## config.mk

```make
export PLATFORM = sky130hd
export DESIGN_NAME = lap_recorder_flat
export DESIGN_NICKNAME = d
export VERILOG_FILES = /design/src/rtl/lap_recorder_if.sv /design/src/rtl/lap_recorder.sv /design/src/flat_wrapper.sv
export SDC_FILE = /design/constraint.sdc
export NUM_CORES = 1
export LEC_CHECK = 0
export BUFFER_PORTS_ARGS = -buffer_cell sky130_fd_sc_hd__buf_2
export CAP_MARGIN = 20
export CORE_MARGIN = 5
export CORE_UTILIZATION = 65
export CTS_BUF_LIST = sky130_fd_sc_hd__clkbuf_8
export CTS_CLUSTER_DIAMETER = 120
export DETAILED_ROUTE_END_ITERATION = 12
export PLACE_DENSITY = 0.94
export SYNTH_ARGS = -nofsm -noshare
export SYNTH_HDL_FRONTEND = slang
export SYNTH_SLANG_ARGS = --single-unit
```

## constraint.sdc

```tcl
create_clock -name clk -period 7.9 [get_ports clk]
set_input_delay 1.185 -clock clk [delete_from_list [all_inputs] [get_ports clk]]
set_output_delay 1.185 -clock clk [all_outputs]
set_load 0.02 [all_outputs]
```

## src/rtl/lap_recorder_if.sv

```systemverilog
// Interface bundling the timer stream, lap/clear controls and the FIFO read port of lap_recorder.
interface lap_recorder_if #(
  parameter int W     = 16,
  parameter int DEPTH = 8
);
  logic                     t_valid;
  logic [W-1:0]             t_out;
  logic                     lap;
  logic                     clear;
  logic                     rd_ready;
  logic                     rd_valid;
  logic [W-1:0]             rd_stamp;
  logic [W-1:0]             rd_delta;
  logic [$clog2(DEPTH):0]   count;
  logic                     full;
  logic                     empty;
  logic                     overflow;

  modport master (
    output t_valid, t_out, lap, clear, rd_ready,
    input  rd_valid, rd_stamp, rd_delta, count, full, empty, overflow
  );

  modport slave (
    input  t_valid, t_out, lap, clear, rd_ready,
    output rd_valid, rd_stamp, rd_delta, count, full, empty, overflow
  );
endinterface

```

## src/rtl/lap_recorder.sv

```systemverilog
// Lap recorder: captures timer stamps (and, with LAP_RECORDER_DELTA_EN, lap deltas) into a FWFT FIFO.
// Macro LAP_RECORDER_DELTA_EN enables the prev/v_d tracking, subtractor and 2W-bit entries.
module lap_recorder #(
  parameter int DEPTH = 8,
  parameter int W     = 16
) (
  input logic           clk,
  input logic           rst,
  lap_recorder_if.slave bus
);
  localparam int AW = $clog2(DEPTH);
  localparam int CW = AW + 1;
`ifdef LAP_RECORDER_DELTA_EN
  localparam int EW = 2 * W;
`else
  localparam int EW = W;
`endif

  logic [EW-1:0] mem [DEPTH];
  logic [AW-1:0] wr_ptr, rd_ptr;
  logic [CW-1:0] cnt;
  logic          ovf;
  logic          is_full, is_empty;
  logic          push, pop, accept, drop;
  logic [EW-1:0] wr_entry;

  assign is_full  = (cnt == CW'(DEPTH));
  assign is_empty = (cnt == '0);
  assign push     = bus.lap & bus.t_valid;
  assign pop      = !is_empty & bus.rd_ready;
  // A pop in the same cycle frees the slot the push needs when full.
  assign accept   = push & (!is_full | pop);
  assign drop     = push & is_full & !pop;

`ifdef LAP_RECORDER_DELTA_EN
  logic         v_d;
  logic         run_start;
  logic [W-1:0] prev, base, delta;

  assign run_start = bus.t_valid & !v_d;
  assign base      = run_start ? bus.t_out : prev;
  assign delta     = bus.t_out - base;
  assign wr_entry  = {delta, bus.t_out};

  always_ff @(posedge clk or posedge rst) begin
    if (rst) begin
      v_d  <= 1'b0;
      prev <= '0;
    end else if (bus.clear) begin
      v_d  <= 1'b0;
      prev <= '0;
    end else begin
      v_d <= bus.t_valid;
      if (push || run_start) prev <= bus.t_out;
    end
  end

  assign bus.rd_delta = is_empty ? '0 : mem[rd_ptr][2*W-1:W];
`else
  assign wr_entry     = bus.t_out;
  assign bus.rd_delta = '0;
`endif

  // Storage has no reset; outputs are masked to 0 while empty.
  always_ff @(posedge clk) begin
    if (accept && !bus.clear) mem[wr_ptr] <= wr_entry;
  end

  always_ff @(posedge clk or posedge rst) begin
    if (rst) begin
      wr_ptr <= '0;
      rd_ptr <= '0;
      cnt    <= '0;
      ovf    <= 1'b0;
    end else if (bus.clear) begin
      wr_ptr <= '0;
      rd_ptr <= '0;
      cnt    <= '0;
      ovf    <= 1'b0;
    end else begin
      if (accept) wr_ptr <= wr_ptr + AW'(1);
      if (pop)    rd_ptr <= rd_ptr + AW'(1);
      case ({accept, pop})
        2'b10:   cnt <= cnt + CW'(1);
        2'b01:   cnt <= cnt - CW'(1);
        default: cnt <= cnt;
      endcase
      if (drop) ovf <= 1'b1;
    end
  end

  assign bus.rd_stamp = is_empty ? '0 : mem[rd_ptr][W-1:0];
  assign bus.rd_valid = !is_empty;
  assign bus.count    = cnt;
  assign bus.full     = is_full;
  assign bus.empty    = is_empty;
  assign bus.overflow = ovf;
endmodule

```

## src/flat_wrapper.sv

```systemverilog
// flat-port wrapper written by rule: the top's interface ports become plain ports
module lap_recorder_flat 
#(
  parameter int DEPTH = 8,
  parameter int W     = 16
)
  (clk, rst, bus_t_valid, bus_t_out, bus_lap, bus_clear, bus_rd_ready, bus_rd_valid, bus_rd_stamp, bus_rd_delta, bus_count, bus_full, bus_empty, bus_overflow);
  lap_recorder_if #(.W(W), .DEPTH(DEPTH)) bus_i ();
  input logic clk;
  input logic rst;
  input wire logic [$bits(bus_i.t_valid)-1:0] bus_t_valid;
  input wire logic [$bits(bus_i.t_out)-1:0] bus_t_out;
  input wire logic [$bits(bus_i.lap)-1:0] bus_lap;
  input wire logic [$bits(bus_i.clear)-1:0] bus_clear;
  input wire logic [$bits(bus_i.rd_ready)-1:0] bus_rd_ready;
  output wire logic [$bits(bus_i.rd_valid)-1:0] bus_rd_valid;
  output wire logic [$bits(bus_i.rd_stamp)-1:0] bus_rd_stamp;
  output wire logic [$bits(bus_i.rd_delta)-1:0] bus_rd_delta;
  output wire logic [$bits(bus_i.count)-1:0] bus_count;
  output wire logic [$bits(bus_i.full)-1:0] bus_full;
  output wire logic [$bits(bus_i.empty)-1:0] bus_empty;
  output wire logic [$bits(bus_i.overflow)-1:0] bus_overflow;
  assign bus_i.t_valid = bus_t_valid;
  assign bus_i.t_out = bus_t_out;
  assign bus_i.lap = bus_lap;
  assign bus_i.clear = bus_clear;
  assign bus_i.rd_ready = bus_rd_ready;
  assign bus_rd_valid = bus_i.rd_valid;
  assign bus_rd_stamp = bus_i.rd_stamp;
  assign bus_rd_delta = bus_i.rd_delta;
  assign bus_count = bus_i.count;
  assign bus_full = bus_i.full;
  assign bus_empty = bus_i.empty;
  assign bus_overflow = bus_i.overflow;
  lap_recorder #(.DEPTH(DEPTH), .W(W)) u_core (.clk(clk), .rst(rst), .bus(bus_i));
endmodule
```

==> out/qor.csv <==
metric;value;unit
internal-power;1.24;mW
clk_latency;430;ps
tightest_slew;1090;ps
worst_path_max_delay_cell;mux4_2;
clkPwrFrac;28.2;%
final_max_slew_viol_count;0;
cts_resized;0;
antenna_found_initial;0;
end_kind;output port;
critPathKind;reg2out;
rsz0062_at_grt;false;
numCtsBuffers;17;
post-route-period-util;45.4;%
total_leakage_power;2.20;nW
die_x;104;µm
wl_per_cell;22.3;µm
dr_total_vias;2908;
cp_num_buf_inv;2;
report.final.hold_viol_count;0;
stdcell_area;0.00639;mm²
netSwitchingPower;0.576;mW
ys_warn_count;0;
core_area;0.00868;mm²
seqPwrFrac;47.0;%
path_delay_family;multiplexers;
post_cts_buffers;0;
grt_usage;21.3;%
p_sw_share;31.7;%
start_util;66.0;%
arrival;2400;ps
cts_sinks;139;
max-cap-violations;0;
nets;387;
cp-start-kind;register;
synthCells;304;
crit_fanout;34;
synth_ff_type;edfxtp_1;
max-vdd-ir-drop;0.222;mV
rows;34;
dieHeight;104;µm
drc;0;
synth_seq_cells;139;
slowest_delay;600;ps
cts_tree;yes;
clock.fmax;0.279;GHz
postRouteAntennaNets;0;
combinationalPowerShare;24.8;%
grt_max_degree;35;
hold_path_class;reg2reg;
async_flop_share;7.91;%
clock_skew;11.0;ps
yosysTopAreaCell;edfxtp_1;
clockBufferDepth;2;
layout.filler_cells;493;
clkTransAtPathRegs;80;ps
mappedNetlistArea;0.00573;mm²
synth-edff-count;128;
synth_top_cell_area_share;67.1;%
finalCoreUtilization;73.6;%
crit_required;6710;ps
drive_gt1_share;34.5;%
dieArea;0.0108;mm²
place_area;0.00603;mm²
htreeDepth;4;
drt_iter0_drc;240;
grt_pass1_vias;3046;
status;finished, final reports clean;
grt-ovfl-total;0;
place.gp.congestion;0.854;
grt_pass1_wl;17.2;mm
via_per_inst;6.03;
synth_area_leaders;edfxtp_1 (67%), mux4_2 (13%), dfrtp_1 (4.8%);
slew_headroom;27.6;%
place_ws;4440;ps
ys_seq_area_share;71.9;%
post-dp-hpwl;6.78;mm
setup_viol;0;
antenna_cells;0;
finalCriticalPeriod;3590;ps
synth_cell_types;40;
cts_hold_buf;0;
dr.pass1.iters;4;
worst_slack;4310;ps
syn_avg_cell_area;18.9;µm²
path_cells;buf_4 -> mux4_2 -> mux2i_1 -> nor2_1 -> buf_2;
io_pins;62;
syn_to_final_growth;11.4;%
io_buffers;45;
setup_tns;0;ps
p_per_area;284;mW/mm²
cts-root-buf;clkbuf_8;
wl;10.8;mm
## tightest hold or removal path: cells and delay by family, from the launching register on
kind | cells | cell delay, ps
AND/OR/NAND/NOR | 1 | 80
AO/OA/AOI/OAI | 1 | 50
flip-flops | 1 | 350
## cells in the final DEF, fill, tap and decap left out, types with 3 or more instances in the layout
cell type and instances:
clkinv_2 3, buf_4 9, mux4_2 32, inv_1 5
conb_1 16, mux2i_1 17, xor2_1 5, nand2b_1 3
nand2_1 3, clkinv_4 3, nor2_1 30, clkbuf_8 17
buf_2 45, nand3_1 3, edfxtp_1 128, ha_1 4
inv_6 3, dfrtp_1 9, clkinv_1 3
## metal layers
layer / part of all wire [%] / vias up / global-route usage, % / routed length [µm]
met1: 38 / 1480 / 28.1 / 4080
met2: 54 / 125 / 34.7 / 5790
met5: 0 / - / 0 / 0
met4: 1.6 / 0 / 6.57 / 169
met3: 6.7 / 17 / 6.15 / 717
li1: - / 1286 / - / -
## synthesized netlist by cell type, types with 2 or more instances
cell type / number
buf_1: 2
o21ai_0: 2
dfrtp_1: 11
a31oi_1: 2
ha_1: 4
a21oi_1: 2
xor2_1: 5
mux2i_1: 17
nand4b_1: 2
nand2_1: 3
nor2b_1: 2
nor3_1: 3
nand3_1: 3
inv_1: 4
o21ai_2: 2
o211ai_1: 2
nand2b_1: 3
edfxtp_1: 128
clkbuf_1: 5
buf_6: 2
buf_2: 6
buf_4: 16
mux4_2: 32
nor2_1: 30
## worst paths after layout
check                               startpoint             endpoint  slack (ps)  cells after the start
max                           u_core.rd_ptr[0]      bus_rd_stamp[2]        4310                      5
min                        u_core.bus.overflow  u_core.bus.overflow         510                      2
max reg2reg                u_core.bus.count[1]     u_core.mem[5][4]        5180                      5
min reg2reg                u_core.bus.overflow  u_core.bus.overflow         510                      2
max in group asynchronous                  rst     u_core.rd_ptr[0]        6830                      2
min in group asynchronous                  rst  u_core.bus.overflow         740                      2
## stage by stage
| stage | hold slack, ps | instances | power (mW) |
|---|---|---|---|
| floorplan | 539 | 319 | 1.21 |
| global route | 568 | 482 | 1.90 |
| finish | 506 | 482 | 1.81 |
| CTS | 510 | 482 | 1.83 |
| detailed placement | 493 | 450 | 1.32 |
| global placement | 485 | 450 | 1.31 |
## power by group through the flow
| stage | registers [mW] | logic, mW | clock network, mW |
|---|---|---|---|
| finish | 0.853 | 0.450 | 0.511 |
| global placement | 0.867 | 0.445 | 0 |
| detailed placement | 0.868 | 0.454 | 0 |
| global route | 0.856 | 0.489 | 0.556 |
| CTS | 0.852 | 0.459 | 0.519 |
| floorplan | 0.858 | 0.349 | 0 |
## kinds of logic (layout without fill, tap and decap cells)
family          count (synthesis)  count (layout)  share of synthesized area, %
buf+inv                        37              92                          3.91
mux                            51              51                          15.9
flops                         139             139                          71.9
fa+ha+maj                       4               4                         0.873
xor+xnor                        6               6                         0.917
simple gates                   52              52                          4.58
compound gates                 14              14                          1.86
other cells                     1              16                        0.0654
## flip-flops by register name, summed over array words and instances, names as in the netlist
register             count
u_core.mem             128
u_core.bus.count         4
u_core.rd_ptr            3
u_core.wr_ptr            3
u_core.bus.overflow      1
## layout make-up
| type | count | area (µm²) | share of cell area [%] |
|---|---|---|---|
| Clock buffer | 17 | 234 | 3.66 |
| Multi-Input combinational cell | 143 | 1460 | 22.8 |
| Clock inverter | 15 | 124 | 1.94 |
| Tap cell | 108 | 135 | 2.12 |
| Sequential cell | 139 | 4120 | 64.5 |
| Inverter | 6 | 25.0 | 0.392 |
| Timing Repair Buffer | 54 | 293 | 4.58 |
Power figures use the tool's default switching activity.
